`config.mk`:
```
export PLATFORM = sky130hd
export DESIGN_NAME = radix_2_pipe
export DESIGN_NICKNAME = d
export VERILOG_FILES = /design/src/rtl/radix_2_pkg.sv /design/src/rtl/mod_mult_pipe.sv /design/src/rtl/radix_2_pipe.sv
export SDC_FILE = /design/constraint.sdc
export NUM_CORES = 1
export LEC_CHECK = 0
export ABC_AREA = 1
export CORE_MARGIN = 8
export CORE_UTILIZATION = 30
export CTS_BUF_LIST = sky130_fd_sc_hd__clkbuf_4 sky130_fd_sc_hd__clkbuf_8
export DETAILED_ROUTE_END_ITERATION = 7
export PLACE_DENSITY_LB_ADDON = 0.08
export SLEW_MARGIN = 0
export SYNTH_ARGS = -nofsm -noshare
export SYNTH_HDL_FRONTEND = slang
export SYNTH_HIERARCHICAL = 1
export SYNTH_SLANG_ARGS = --single-unit
```
`constraint.sdc`:
```
create_clock -name clk -period 15.8 [get_ports clk]
set_input_delay 3.95 -clock clk [delete_from_list [all_inputs] [get_ports clk]]
set_output_delay 3.95 -clock clk [all_outputs]
set_load 0.02 [all_outputs]
```
`src/rtl/radix_2_pkg.sv`:
```
// radix_2_pkg: shared defaults, mode encodings, Barrett constant and modular add/sub/half helpers (32-bit carriers, WIDTH <= 31)
package radix_2_pkg;
  localparam int WIDTH_DEF = 12;
  localparam int Q_DEF = 3329;
  localparam logic MODE_NTT = 1'b0;
  localparam logic MODE_INTT = 1'b1;
  function automatic logic [63:0] barrett_m(input int w, input int q);
    return (64'd1 << (2 * w)) / 64'(q);
  endfunction
  function automatic logic [31:0] mod_add(input logic [31:0] a, input logic [31:0] b, input logic [31:0] q);
    logic [31:0] s;
    s = a + b;
    return (s >= q) ? s - q : s;
  endfunction
  function automatic logic [31:0] mod_sub(input logic [31:0] a, input logic [31:0] b, input logic [31:0] q);
    return (a >= b) ? a - b : a + q - b;
  endfunction
  function automatic logic [31:0] mod_half(input logic [31:0] x, input logic [31:0] q);
    return x[0] ? (x + q) >> 1 : x >> 1;
  endfunction
endpackage

```
`src/rtl/mod_mult_pipe.sv`:
```
// mod_mult_pipe: a*b mod Q via Barrett, MULT_STAGES stages (MULT_STAGES-1 product registers gated by en, reduction in the last stage); ports clk, rst, en, a, b -> p
module mod_mult_pipe
  import radix_2_pkg::*;
#(
  parameter int WIDTH = WIDTH_DEF,
  parameter int Q = Q_DEF,
  parameter int MULT_STAGES = 2
) (
  input  logic             clk,
  input  logic             rst,
  input  logic             en,
  input  logic [WIDTH-1:0] a,
  input  logic [WIDTH-1:0] b,
  output logic [WIDTH-1:0] p
);
  localparam int W2 = 2 * WIDTH;
  localparam logic [W2-1:0] BM = W2'(barrett_m(WIDTH, Q));
  localparam logic [W2-1:0] QW = W2'(Q);
  localparam logic [WIDTH:0] Q1 = (WIDTH + 1)'(Q);
  logic [W2-1:0] prod, xr, qe;
  logic [WIDTH:0] r1;
  assign prod = W2'(a) * W2'(b);
  if (MULT_STAGES == 1) begin : g_comb
    assign xr = prod;
  end else begin : g_pipe
    logic [W2-1:0] r [MULT_STAGES-1];
    always_ff @(posedge clk or posedge rst)
      if (rst) begin
        r <= '{default: '0};
      end else if (en) begin
        r[0] <= prod;
        for (int i = 1; i < MULT_STAGES - 1; i++) r[i] <= r[i-1];
      end
    assign xr = r[MULT_STAGES-2];
  end
  always_comb begin
    qe = W2'(({{W2{1'b0}}, xr} * {{W2{1'b0}}, BM}) >> W2);
    r1 = (WIDTH + 1)'(xr - qe * QW);
    p = (r1 >= Q1) ? WIDTH'(r1 - Q1) : r1[WIDTH-1:0];
  end
endmodule

```
`src/rtl/radix_2_pipe.sv`:
```
// radix_2_pipe: pipelined CT/GS modular butterfly, LAT=MULT_STAGES+2; in_valid/in_ready/in_a/in_b/in_w/in_mode -> out_valid/out_ready/out_1/out_2/out_mode
module radix_2_pipe
  import radix_2_pkg::*;
#(
  parameter int WIDTH = WIDTH_DEF,
  parameter int Q = Q_DEF,
  parameter int MULT_STAGES = 2,
  parameter int HALVE_INTT = 1
) (
  input  logic             clk,
  input  logic             rst,
  input  logic             in_valid,
  output logic             in_ready,
  input  logic [WIDTH-1:0] in_a,
  input  logic [WIDTH-1:0] in_b,
  input  logic [WIDTH-1:0] in_w,
  input  logic             in_mode,
  output logic             out_valid,
  input  logic             out_ready,
  output logic [WIDTH-1:0] out_1,
  output logic [WIDTH-1:0] out_2,
  output logic             out_mode
);
  localparam logic [31:0] Q32 = 32'(Q);
  logic en, v0, m0;
  logic [WIDTH-1:0] a0, b0, w0, x1, w1, s_n, x_n, p, o1_n, o2_n;
  logic [31:0] sum, dif;
  logic [MULT_STAGES-1:0] v_d, m_d;
  logic [WIDTH-1:0] s_d [MULT_STAGES];
  assign en = ~(out_valid & ~out_ready);
  assign in_ready = en;
  always_comb begin
    sum = mod_add(32'(a0), 32'(b0), Q32);
    dif = mod_sub(32'(a0), 32'(b0), Q32);
    s_n = (m0 == MODE_INTT) ? WIDTH'((HALVE_INTT != 0) ? mod_half(sum, Q32) : sum) : a0;
    x_n = (m0 == MODE_INTT) ? WIDTH'((HALVE_INTT != 0) ? mod_half(dif, Q32) : dif) : b0;
    o1_n = (m_d[MULT_STAGES-1] == MODE_INTT) ? s_d[MULT_STAGES-1] : WIDTH'(mod_add(32'(s_d[MULT_STAGES-1]), 32'(p), Q32));
    o2_n = (m_d[MULT_STAGES-1] == MODE_INTT) ? p : WIDTH'(mod_sub(32'(s_d[MULT_STAGES-1]), 32'(p), Q32));
  end
  mod_mult_pipe #(.WIDTH(WIDTH), .Q(Q), .MULT_STAGES(MULT_STAGES)) u_mult (
    .clk(clk),
    .rst(rst),
    .en (en),
    .a  (x1),
    .b  (w1),
    .p  (p)
  );
  always_ff @(posedge clk or posedge rst)
    if (rst) begin
      {v0, m0, a0, b0, w0, x1, w1} <= '0;
      v_d <= '0;
      m_d <= '0;
      s_d <= '{default: '0};
      {out_valid, out_mode, out_1, out_2} <= '0;
    end else if (en) begin
      v0 <= in_valid;
      m0 <= in_mode;
      a0 <= in_a;
      b0 <= in_b;
      w0 <= in_w;
      x1 <= x_n;
      w1 <= w0;
      v_d[0] <= v0;
      m_d[0] <= m0;
      s_d[0] <= s_n;
      for (int i = 1; i < MULT_STAGES; i++) begin
        v_d[i] <= v_d[i-1];
        m_d[i] <= m_d[i-1];
        s_d[i] <= s_d[i-1];
      end
      out_valid <= v_d[MULT_STAGES-1];
      out_mode <= m_d[MULT_STAGES-1];
      out_1 <= o1_n;
      out_2 <= o2_n;
    end
endmodule

```
# Word-level counts from Yosys, hierarchy flattened
# Index checks and enable logic that the tools add are counted.
[word_totals]
reg_bits = 140
elab_cells = 52
[op_classes]
addsub = 14
multipliers = 3
order_cmp = 5
mux = 11
bitwise = 3
[op_table]
columns = ["cell", "count"]
rows = [
  ["12-bit 2-to-1 mux", 9],
  ["13-bit by 12-bit greater-or-equal comparator with 1-bit output, second input constant", 3],
  ["24-bit by 13-bit multiplier with 37-bit output, second input constant", 1],
  ["12-bit by 12-bit adder with 13-bit output", 2],
  ["13-bit by 12-bit adder with 13-bit output, second input constant", 2],
  ["13-bit 2-to-1 mux", 2],
  ["12-bit greater-or-equal comparator", 2],
  ["12-bit by 12-bit multiplier with 24-bit output", 1],
  ["12-bit subtractor", 2],
  ["12-bit subtractor, second input constant", 2],
  ["12-bit by 12-bit adder with 13-bit output, second input constant", 1],
  ["13-bit by 12-bit multiplier with 13-bit output, second input constant", 1],
  ["12-bit by 12-bit subtractor with 13-bit output", 1],
  ["13-bit by 12-bit subtractor with 13-bit output", 1],
  ["13-bit by 12-bit subtractor with 13-bit output, second input constant", 1],
  ["13-bit subtractor", 1],
  ["12-bit adder, second input constant", 1],
  ["1-bit inverter", 2],
  ["1-bit AND", 1],
]

# Longest topological paths before layout
# Gate-level depths: netlist (run 1).
[depth]
ltp_word = 9
depth_mapped = 68
depth_no_buf = 67

# By module
# The synthesis (run 1) kept the hierarchy.
[modules_own_cells]
columns = ["module", "n_inst", "cells_each", "area_each_um2", "seq_area_each_um2"]
rows = [
  ["mod_mult_pipe", 1, 1604, 12951.2, 600.6],
  ["radix_2_pipe", 1, 1423, 9949.5, 2902.8],
]

# Least setup slack after synthesis (run 1)
# Ideal clock, no wire load.
[synth_path]
path_type = "reg-to-reg"
startpoint = "reg u_mult/g_pipe.r[15] in the netlist's numbering"
endpoint = "reg out_2[11]"
setup_ns = 0.134
t_arrival_ns = 10.398
required_time_ns = 15.666
slack_ns = 5.268
path_stages_with_launch = 61
period_less_slack_ns = 10.532
cell_sequence = "dfrtp_1 fa_1 fa_1 fa_1 fa_1 inv_1 fa_1 inv_1 ha_1 nand2_1 inv_1 a21oi_1 inv_1 a211oi_1 o21bai_1 xnor2_1 xor2_1 inv_1 [25 not listed] inv_1 fa_1 nor2_1 nor2_1 o21ai_0 a21oi_1 o21bai_1 nand2_1 nand2_1 a21oi_1 o21ai_0 nand2_1 nand2_1 nand2_1 nand3_1 nand3_1 o21ai_0 o21ai_0"
[synth_via]
elab_chain_cells = 8
[synth_lines]
columns = ["item", "line_no", "rtl"]
rows = [
  ["from (decl)", "mod_mult_pipe.sv:26", "logic [W2-1:0] r [MULT_STAGES-1];"],
  ["24-bit by 13-bit multiplier with 37-bit output (*)", "mod_mult_pipe.sv:37", "qe = W2'(({{W2{1'b0}}, xr} * {{W2{1'b0}}, BM}) >> W2);"],
  ["13-bit by 12-bit multiplier with 13-bit output (*)", "mod_mult_pipe.sv:38", "r1 = (WIDTH + 1)'(xr - qe * QW);"],
  ["13-bit subtractor (*)", "mod_mult_pipe.sv:38", ""],
  ["12-bit subtractor / 13-bit by 12-bit greater-or-equal comparator with 1-bit output (equally long branches)", "mod_mult_pipe.sv:39", "p = (r1 >= Q1) ? WIDTH'(r1 - Q1) : r1[WIDTH-1:0];"],
  ["12-bit 2-to-1 mux (*)", "mod_mult_pipe.sv:39", ""],
  ["net p[1]", "radix_2_pipe.sv:26", "logic [WIDTH-1:0] a0, b0, w0, x1, w1, s_n, x_n, p, o1_n, o2_n;"],
  ["12-bit subtractor / 12-bit greater-or-equal comparator (equally long branches)", "radix_2_pkg.sv:16", "return (a >= b) ? a - b : a + q - b;"],
  ["12-bit 2-to-1 mux (*)", "radix_2_pkg.sv:16", ""],
  ["12-bit 2-to-1 mux (*)", "radix_2_pipe.sv:38", "o2_n = (m_d[MULT_STAGES-1] == MODE_INTT) ? p : WIDTH'(mod_sub(32'(s_d[MULT_STAGES-1]), 32'(p), Q32));"],
  ["to (signal assigned)", "radix_2_pipe.sv:74", "out_2 <= o2_n;"],
  ["to (decl)", "radix_2_pipe.sv:21", "output logic [WIDTH-1:0] out_2,"],
]
# Mark *: on every way through the listed nets, which the timed path passes. The rest lies on a longest branch.
# A chain may end at the register's enable or synchronous reset.

# Worst setup path after layout (run 1)
[layout_path]
startpoint = "reg u_mult/g_pipe.r[11] in the netlist's numbering"
endpoint = "reg out_1[4]"
[layout_via]
elab_chain_cells = 9
[layout_lines]
columns = ["item", "line_no", "rtl"]
rows = [
  ["24-bit by 13-bit multiplier with 37-bit output", "mod_mult_pipe.sv:37", ""],
  ["13-bit by 12-bit multiplier with 13-bit output", "mod_mult_pipe.sv:38", ""],
  ["13-bit subtractor (*)", "mod_mult_pipe.sv:38", ""],
  ["12-bit subtractor / 13-bit by 12-bit greater-or-equal comparator with 1-bit output (equally long branches)", "mod_mult_pipe.sv:39", ""],
  ["12-bit 2-to-1 mux (*)", "mod_mult_pipe.sv:39", ""],
  ["net p[6]", "radix_2_pipe.sv:26", ""],
  ["12-bit by 12-bit adder with 13-bit output (*)", "radix_2_pkg.sv:12", "s = a + b;"],
  ["13-bit by 12-bit greater-or-equal comparator with 1-bit output (*)", "radix_2_pkg.sv:13", "return (s >= q) ? s - q : s;"],
  ["12-bit 2-to-1 mux (*)", "radix_2_pkg.sv:13", ""],
  ["12-bit 2-to-1 mux (*)", "radix_2_pipe.sv:37", "o1_n = (m_d[MULT_STAGES-1] == MODE_INTT) ? s_d[MULT_STAGES-1] : WIDTH'(mod_add(32'(s_d[MULT_STAGES-1]), 32'(p) ..."],
  ["to (signal assigned)", "radix_2_pipe.sv:73", "out_1 <= o1_n;"],
  ["to (decl)", "radix_2_pipe.sv:20", "output logic [WIDTH-1:0] out_1,"],
]
# Marks and branches as above.

==> metrics.md, run 1 <==
| Metric | Value |
|---|---|
| Status | `finished clean` |
| WS Path Type | `reg2reg` |
| Initial DRC count | `851` |
| CTS resizes | `0` |
| Setup TNS | `0 ps` |
| PortBufs | `67` |
| GP Congestion | `0.858` |
| Hold Crit Start | `v_d[1]$_DFFE_PP0N_` |
| Worst r2r path cells | `50` |
| Routed WL | `just under 70000 um` |
| Worst Path Required | `roughly 16000 ps` |
| Sequential share of the synthesized area | `0.153` |
| Synth async-reset ratio | `1.00` |
| FF-to-FF setup slack | `2590 ps` |
| Clk_lat worst skew | `560 ps` |
| Tcrit/Tclk final | `0.836` |
| Number of flops mapped to enable cells by yosys | `0` |
| RSZ-0062 raised after global routing | `no` |
| Cell taking the most area after synthesis | `fa_1` |
| Worst-Margin Slew | `1120 ps` |
| Synth Instances | `roughly 3.0k` |
| Crit. End Element | `flip-flop` |
| Nets@finish | `approximately 3.6k` |
| DP HPWL | `57500 um` |
| Max Cap Viol | `0` |
| Root Buffer | `clkbuf_8` |
| Mapped Area | `22900 um^2` |
| Chip width | `292 um` |
| Grt ovf | `0` |
| Worst path most repeated cell | `nand2_1` |
| Largest net degree at the start of global routing | `81` |
| TritonCTS Buffers | `17` |
| CP max stage delay | `between 700 and 800 ps` |
| Post-route ant nets | `0` |
| CP bufs+invs | `6` |
| Synth Register Bits | `140` |
| CTS tree | `yes` |
| Initial Utilization | `0.302` |
| Clock skew | `22.3 ps` |
| Core Rows | `just over 100` |
| Avg WL per Cell | `between 15 and 20 um` |
| Max Freq | `75.7 MHz` |
| Top cell type's share of synthesized area | `0.220` |
| WHS Endpoint | `out_valid$_DFFE_PP0N_` |
| CP Max Fanout | `20` |
| Final Hold Viols | `0` |
| Max Root-Sink Buffers | `2` |
| 1st-pass router iterations | `5` |
| CP max-delay cell | `dfrtp_1` |
| R2r endpoint | `out_1[4]$_DFFE_PP0N_` |
| Reg area | `3500 um^2` |
| Vias in the first global route | `20.0k` |
| P&R area growth vs syn | `8.60%` |
| Worst Hold Path Cells | `2` |
| Top Family by Delay on Critical Path | `adder cells` |
| Crit path depth | `50` |
| DIE AREA | `around 85000 um^2` |
| Area contributors post-synth | `fa_1 22%, ha_1 17%, dfrtp_1 15%` |
| Setup violators final | `0` |
| Postcts setup bufs | `0` |
| Die height | `between 200 and 300 um` |
| Reg clk slew, reported paths | `100 ps` |
| Slew headroom | `0.252` |
| Hold_buf cts | `0` |
| Via Count | `about 19k` |
| Min Tclk post-route | `13210 ps` |
| Floorplan core area | `between 70000 and 80000 um^2` |
| Top_reg_cell synth | `dfrtp_1` |
| Top Ports | `68` |
| Fillcell total | `8252` |
| First-pass GRT wire length | `~110000 um` |
| Yosys synthesis warning count | `6` |
| Ratio of cells with drive above 1 in the final layout | `0.0386` |
| Area occupied by multi-input gates | `about 17000 um^2` |
| Worst hold-check path type | `reg2reg` |
| Via-to-Cell Ratio | `4.69` |
| Pins Over Slew Limit | `0` |
| Synth Net Count | `between 3k and 4k` |
| RR Startpoint | `u_mult/g_pipe.r[11]$_DFFE_PP0P_` |
| DRC Markers | `0` |
| Worst EP arrival | `13700 ps` |
| CTS Sinks | `140` |
| Cell variety after synth | `56` |
| Syn Area/Cell | `7.57 um^2` |
| Type of origin of the critical path | `flip-flop` |
| CTS H-tree depth | `4` |
| Antenna violations before repair | `2` |
| GRT Total Usage | `0.163` |
[per-stage QoR]
| stage | setup WS (ps) | utilization | instance area [um^2] | hold WS, ps | instances |
|---|---|---|---|---|---|
| 6_report | 2590 | 0.328 | 24900 | 473 | 4035 |
| 5_1_grt | 1370 | 0.328 | 24900 | 500 | 4034 |
| 4_1_cts | 2590 | 0.328 | 24900 | 483 | 4032 |
| 3_5_place_dp | 2630 | 0.323 | 24500 | 448 | 4001 |
| 3_3_place_gp | 2630 | 0.323 | 24500 | 449 | 4001 |
| 2_1_floorplan | 5270 | - | 22900 | 420 | 3027 |
[worst max path at each step]
stage | startpoint | endpoint | slack (ps)
final | u_mult/g_pipe.r[11]$_DFFE_PP0P_ | out_1[4]$_DFFE_PP0N_ | 2590
after global routing | u_mult/g_pipe.r[11]$_DFFE_PP0P_ | out_1[4]$_DFFE_PP0N_ | 1370
after CTS | u_mult/g_pipe.r[11]$_DFFE_PP0P_ | out_1[4]$_DFFE_PP0N_ | 2590
after detailed placement | u_mult/g_pipe.r[11]$_DFFE_PP0P_ | out_1[9]$_DFFE_PP0N_ | 2630
after global placement | u_mult/g_pipe.r[11]$_DFFE_PP0P_ | out_1[10]$_DFFE_PP0N_ | 2630
after floorplan | u_mult/g_pipe.r[15]$_DFFE_PP0P_ | out_2[11]$_DFFE_PP0N_ | 5270
[placed cells by master (no fill, tap or decap), drive strengths merged, types with 3 or more instances in the layout]
master,n
diode,3
a31oi,13
nand3,148
o21ai,190
o21bai,10
buf,7
or2,13
clkinv,7
inv,644
ha,303
dfrtp,140
xor2,71
a21o,13
o211ai,10
o22ai,7
o31ai,3
and2,4
nor3,18
nand3b,9
a211oi,4
nor2,157
nor4,3
nand4,27
nand2,741
clkdlybuf4s50,67
fa,252
a21oi,134
o221ai,7
o2111ai,3
xnor2,22
clkbuf,17
[final cells by class]
type / count / area share
multi-input combinational: 2170 / 0.669
clock inverter: 14 / 0.00513
tap: 978 / 0.0492
timing repair buffer: 74 / 0.0291
clock buffer: 17 / 0.00941
sequential: 140 / 0.141
antenna: 3 / 0.000302
inverter: 639 / 0.0967
[cell usage after synthesis, drive strengths merged (18+ instances only)]
master	instances
a21oi	134
ha	303
nor3	18
fa	252
o21ai	190
clkbuf	58
dfrtp	140
xnor2	22
nand2	741
inv	635
nand3	148
xor2	71
buf	20
nor2	157
nand4	27
[layer usage]
| metal | routed length, um | part of all wire | global-route usage | vias up |
|---|---|---|---|---|
| met5 | 0 | 0 | 0 | - |
| met4 | 1540 | 0.023 | 0.0452 | 0 |
| met3 | 1800 | 0.026 | 0.0226 | 75 |
| met2 | 31900 | 0.47 | 0.272 | 278 |
| li1 | - | - | - | 9426 |
| met1 | 33200 | 0.49 | 0.222 | 9131 |
[flip-flops by register name, indices dropped and copies added, names as in the netlist]
name / count
out_2: 12
s_d: 24
out_valid: 1
m0: 1
x1: 12
a0: 12
out_1: 12
u_mult/g_pipe.r: 24
v0: 1
m_d: 2
out_mode: 1
v_d: 2
w1: 12
w0: 12
b0: 12
[cells by family (layout without fill, tap and decap cells)]
family / Yosys count / after routing / synth area share
AOI/OAI and AO/OA: 400 / 400 / 0.0969
xor gates and xnor gates: 93 / 93 / 0.0359
DFF: 140 / 140 / 0.153
adders and majority gates: 555 / 555 / 0.386
buffers and inverters: 717 / 744 / 0.120
other: 0 / 3 / 0
and+or+nand+nor: 1122 / 1122 / 0.208
[tightest hold or removal path, cell delays in order (launching register included)]
cell	delay [ps]
dfrtp_1	340
inv_1	50
nand2_1	60
Power of run 1 is not shown: default switching activity piles up to over one toggle a cycle in this logic, so the estimate is an artifact.
==> inputs of run 2 (changes only) <==
Clock period 15.8 ns to 11 ns, I/O delays scaled along.
==> run 2 against run 1 <==
Against the previous run:
- highest routed layer unchanged
- final cell count up 6.0%
- worst setup slack worse by 2200 ps
- hold slack worse by 3.7 ps
- first-iteration DRC count up 0.35%
==> metrics.md, run 2 (synthesis gave the netlist of run 1 again) <==
| Metric | Value |
|---|---|
| Top Ports | `68` |
| Worst-Margin Slew | `about 1000 ps` |
| CP Max Fanout | `7` |
| Initial DRC count | `854` |
| Floorplan core area | `75800 um^2` |
| FF-to-FF setup slack | `390 ps` |
| RSZ-0062 raised after global routing | `yes` |
| Max Freq | `~94 MHz` |
| Core Rows | `just over 100` |
| Worst Path Required | `11430 ps` |
| DP HPWL | `59300 um` |
| Root Buffer | `clkbuf_8` |
| Reg clk slew, reported paths | `110 ps` |
| WS Path Type | `reg2reg` |
| Routed WL | `71600 um` |
| WHS Endpoint | `out_valid$_DFFE_PP0N_` |
| CTS tree | `yes` |
| CTS Sinks | `140` |
| Slew headroom | `0.300` |
| Vias in the first global route | `about 21k` |
| Most common cell after layout, fill and taps aside | `nand2_1` |
| Type of origin of the critical path | `flip-flop` |
| P&R area growth vs syn | `21.7%` |
| Biggest regs | `s_d: 24 flops, u_mult/g_pipe.r: 24 flops` |
| Hold Crit Start | `v_d[1]$_DFFE_PP0N_` |
| Via Count | `19.9k` |
| Setup violators final | `0` |
| Via-to-Cell Ratio | `about 4.6` |
| First-pass GRT wire length | `about 110000 um` |
| R2r endpoint | `out_1[1]$_DFFE_PP0N_` |
| CP max stage delay | `about 630 ps` |
| Status | `finished clean` |
| CP max-delay cell | `fa_2` |
| Worst Hold Path Cells | `2` |
| Worst EP arrival | `between 10000 and 15000 ps` |
| TritonCTS Buffers | `17` |
| GRT Total Usage | `0.166` |
| Avg WL per Cell | `16.7 um` |
| Clock skew | `29.2 ps` |
| Final Hold Viols | `0` |
| Clk_lat worst skew | `550 ps` |
| Grt ovf | `0` |
| Min Tclk post-route | `10610 ps` |
| Max Cap Viol | `0` |
| Max Root-Sink Buffers | `2` |
| Largest net degree at the start of global routing | `65` |
| Most frequent cells in the layout | `678 x nand2_1, 598 x inv_1, 269 x ha_1` |
| Tcrit/Tclk final | `0.965` |
| Pins Over Slew Limit | `0` |
| Initial Utilization | `0.302` |
| 1st-pass router iterations | `5` |
| Worst r2r path cells | `60` |
| CTS H-tree depth | `4` |
| DIE AREA | `~85000 um^2` |
| Worst hold-check path type | `reg2reg` |
| Chip width | `292 um` |
| Non-filler cells, final | `roughly 4.3k` |
| Nets@finish | `slightly below 4k` |
| Final Instance Area | `27900 um^2` |
| Placed cell areas | `26000 um^2` |
| Hold_buf cts | `0` |
| Die height | `292 um` |
| RR Startpoint | `u_mult/g_pipe.r[9]$_DFFE_PP0P_` |
| Crit. End Element | `flip-flop` |
| Ratio of cells with drive above 1 in the final layout | `0.173` |
| Antenna violations before repair | `1` |
| DRC Markers | `0` |
| Placed insts | `4195` |
| Core Util, Final | `0.368` |
| Post-route ant nets | `0` |
| GP Congestion | `0.879` |
| PortBufs | `67` |
## run 2: changes by cell type in the layout (fill, tap and decap cells not counted), sizes merged
cell,previous run,this run
clkinv,7,12
diode,3,2
buf,7,251
clkinvlp,2,1
inv,644,641
## run 2: routing by layer
layer  GRT usage  vias up  part of all wire
met4      0.0405        0             0.017
met3      0.0190       55             0.026
li1            -     9902                 -
met5           0        -                 0
met2       0.292      256              0.50
met1       0.218     9684              0.46
## run 2: worst max-delay path by stage
stage          slack (ps)                       startpoint                     to  cells past startpoint
3_5_place_dp         -110   u_mult/g_pipe.r[8]$_DFFE_PP0P_   out_1[1]$_DFFE_PP0N_                     53
6_report              390   u_mult/g_pipe.r[9]$_DFFE_PP0P_   out_1[1]$_DFFE_PP0N_                     60
2_1_floorplan         470  u_mult/g_pipe.r[15]$_DFFE_PP0P_  out_2[11]$_DFFE_PP0N_                     60
3_3_place_gp         -120   u_mult/g_pipe.r[8]$_DFFE_PP0P_   out_1[1]$_DFFE_PP0N_                     54
4_1_cts                 3   u_mult/g_pipe.r[9]$_DFFE_PP0P_  out_1[11]$_DFFE_PP0N_                     59
5_1_grt              -250  u_mult/g_pipe.r[10]$_DFFE_PP0P_   out_1[1]$_DFFE_PP0N_                     58
## run 2: worst max-delay path: cells and delay by family, from the launching register on
kind,cells,cell delay [ps]
flip-flops,1,500
XOR/XNOR,4,680
buffers and inverters,18,1930
AO/OA/AOI/OAI,10,1330
adder cells (fa/ha/maj),11,4490
AND/OR/NAND/NOR,17,1550
## run 2: layout make-up
cell class | count | area, um^2
Antenna cell | 2 | 5.00
Multi-Input combinational cell | 2170 | 17700
Clock buffer | 17 | 234
Sequential cell | 140 | 3520
Fill cell | 8013 | 48000
Inverter | 639 | 2410
Clock inverter | 15 | 193
Timing Repair Buffer | 318 | 2620
Tap cell | 978 | 1220
## run 2: what timing repair did
action	CTS	global route
gates resized for setup	15	260
pin swaps	2	104
setup buffers	4	44
endpoints found under the setup margin	15	24
gates cloned	0	2
## run 2: metrics by stage
stage,setup TNS [ps],hold slack [ps],worst slack (ps)
after detailed placement,-651,445,-108
after global routing,-3280,524,-249
after CTS,0,480,2.65
after global placement,-867,450,-124
final,0,469,387
after floorplan,0,420,468
Power of run 2 is left out for the same reason.
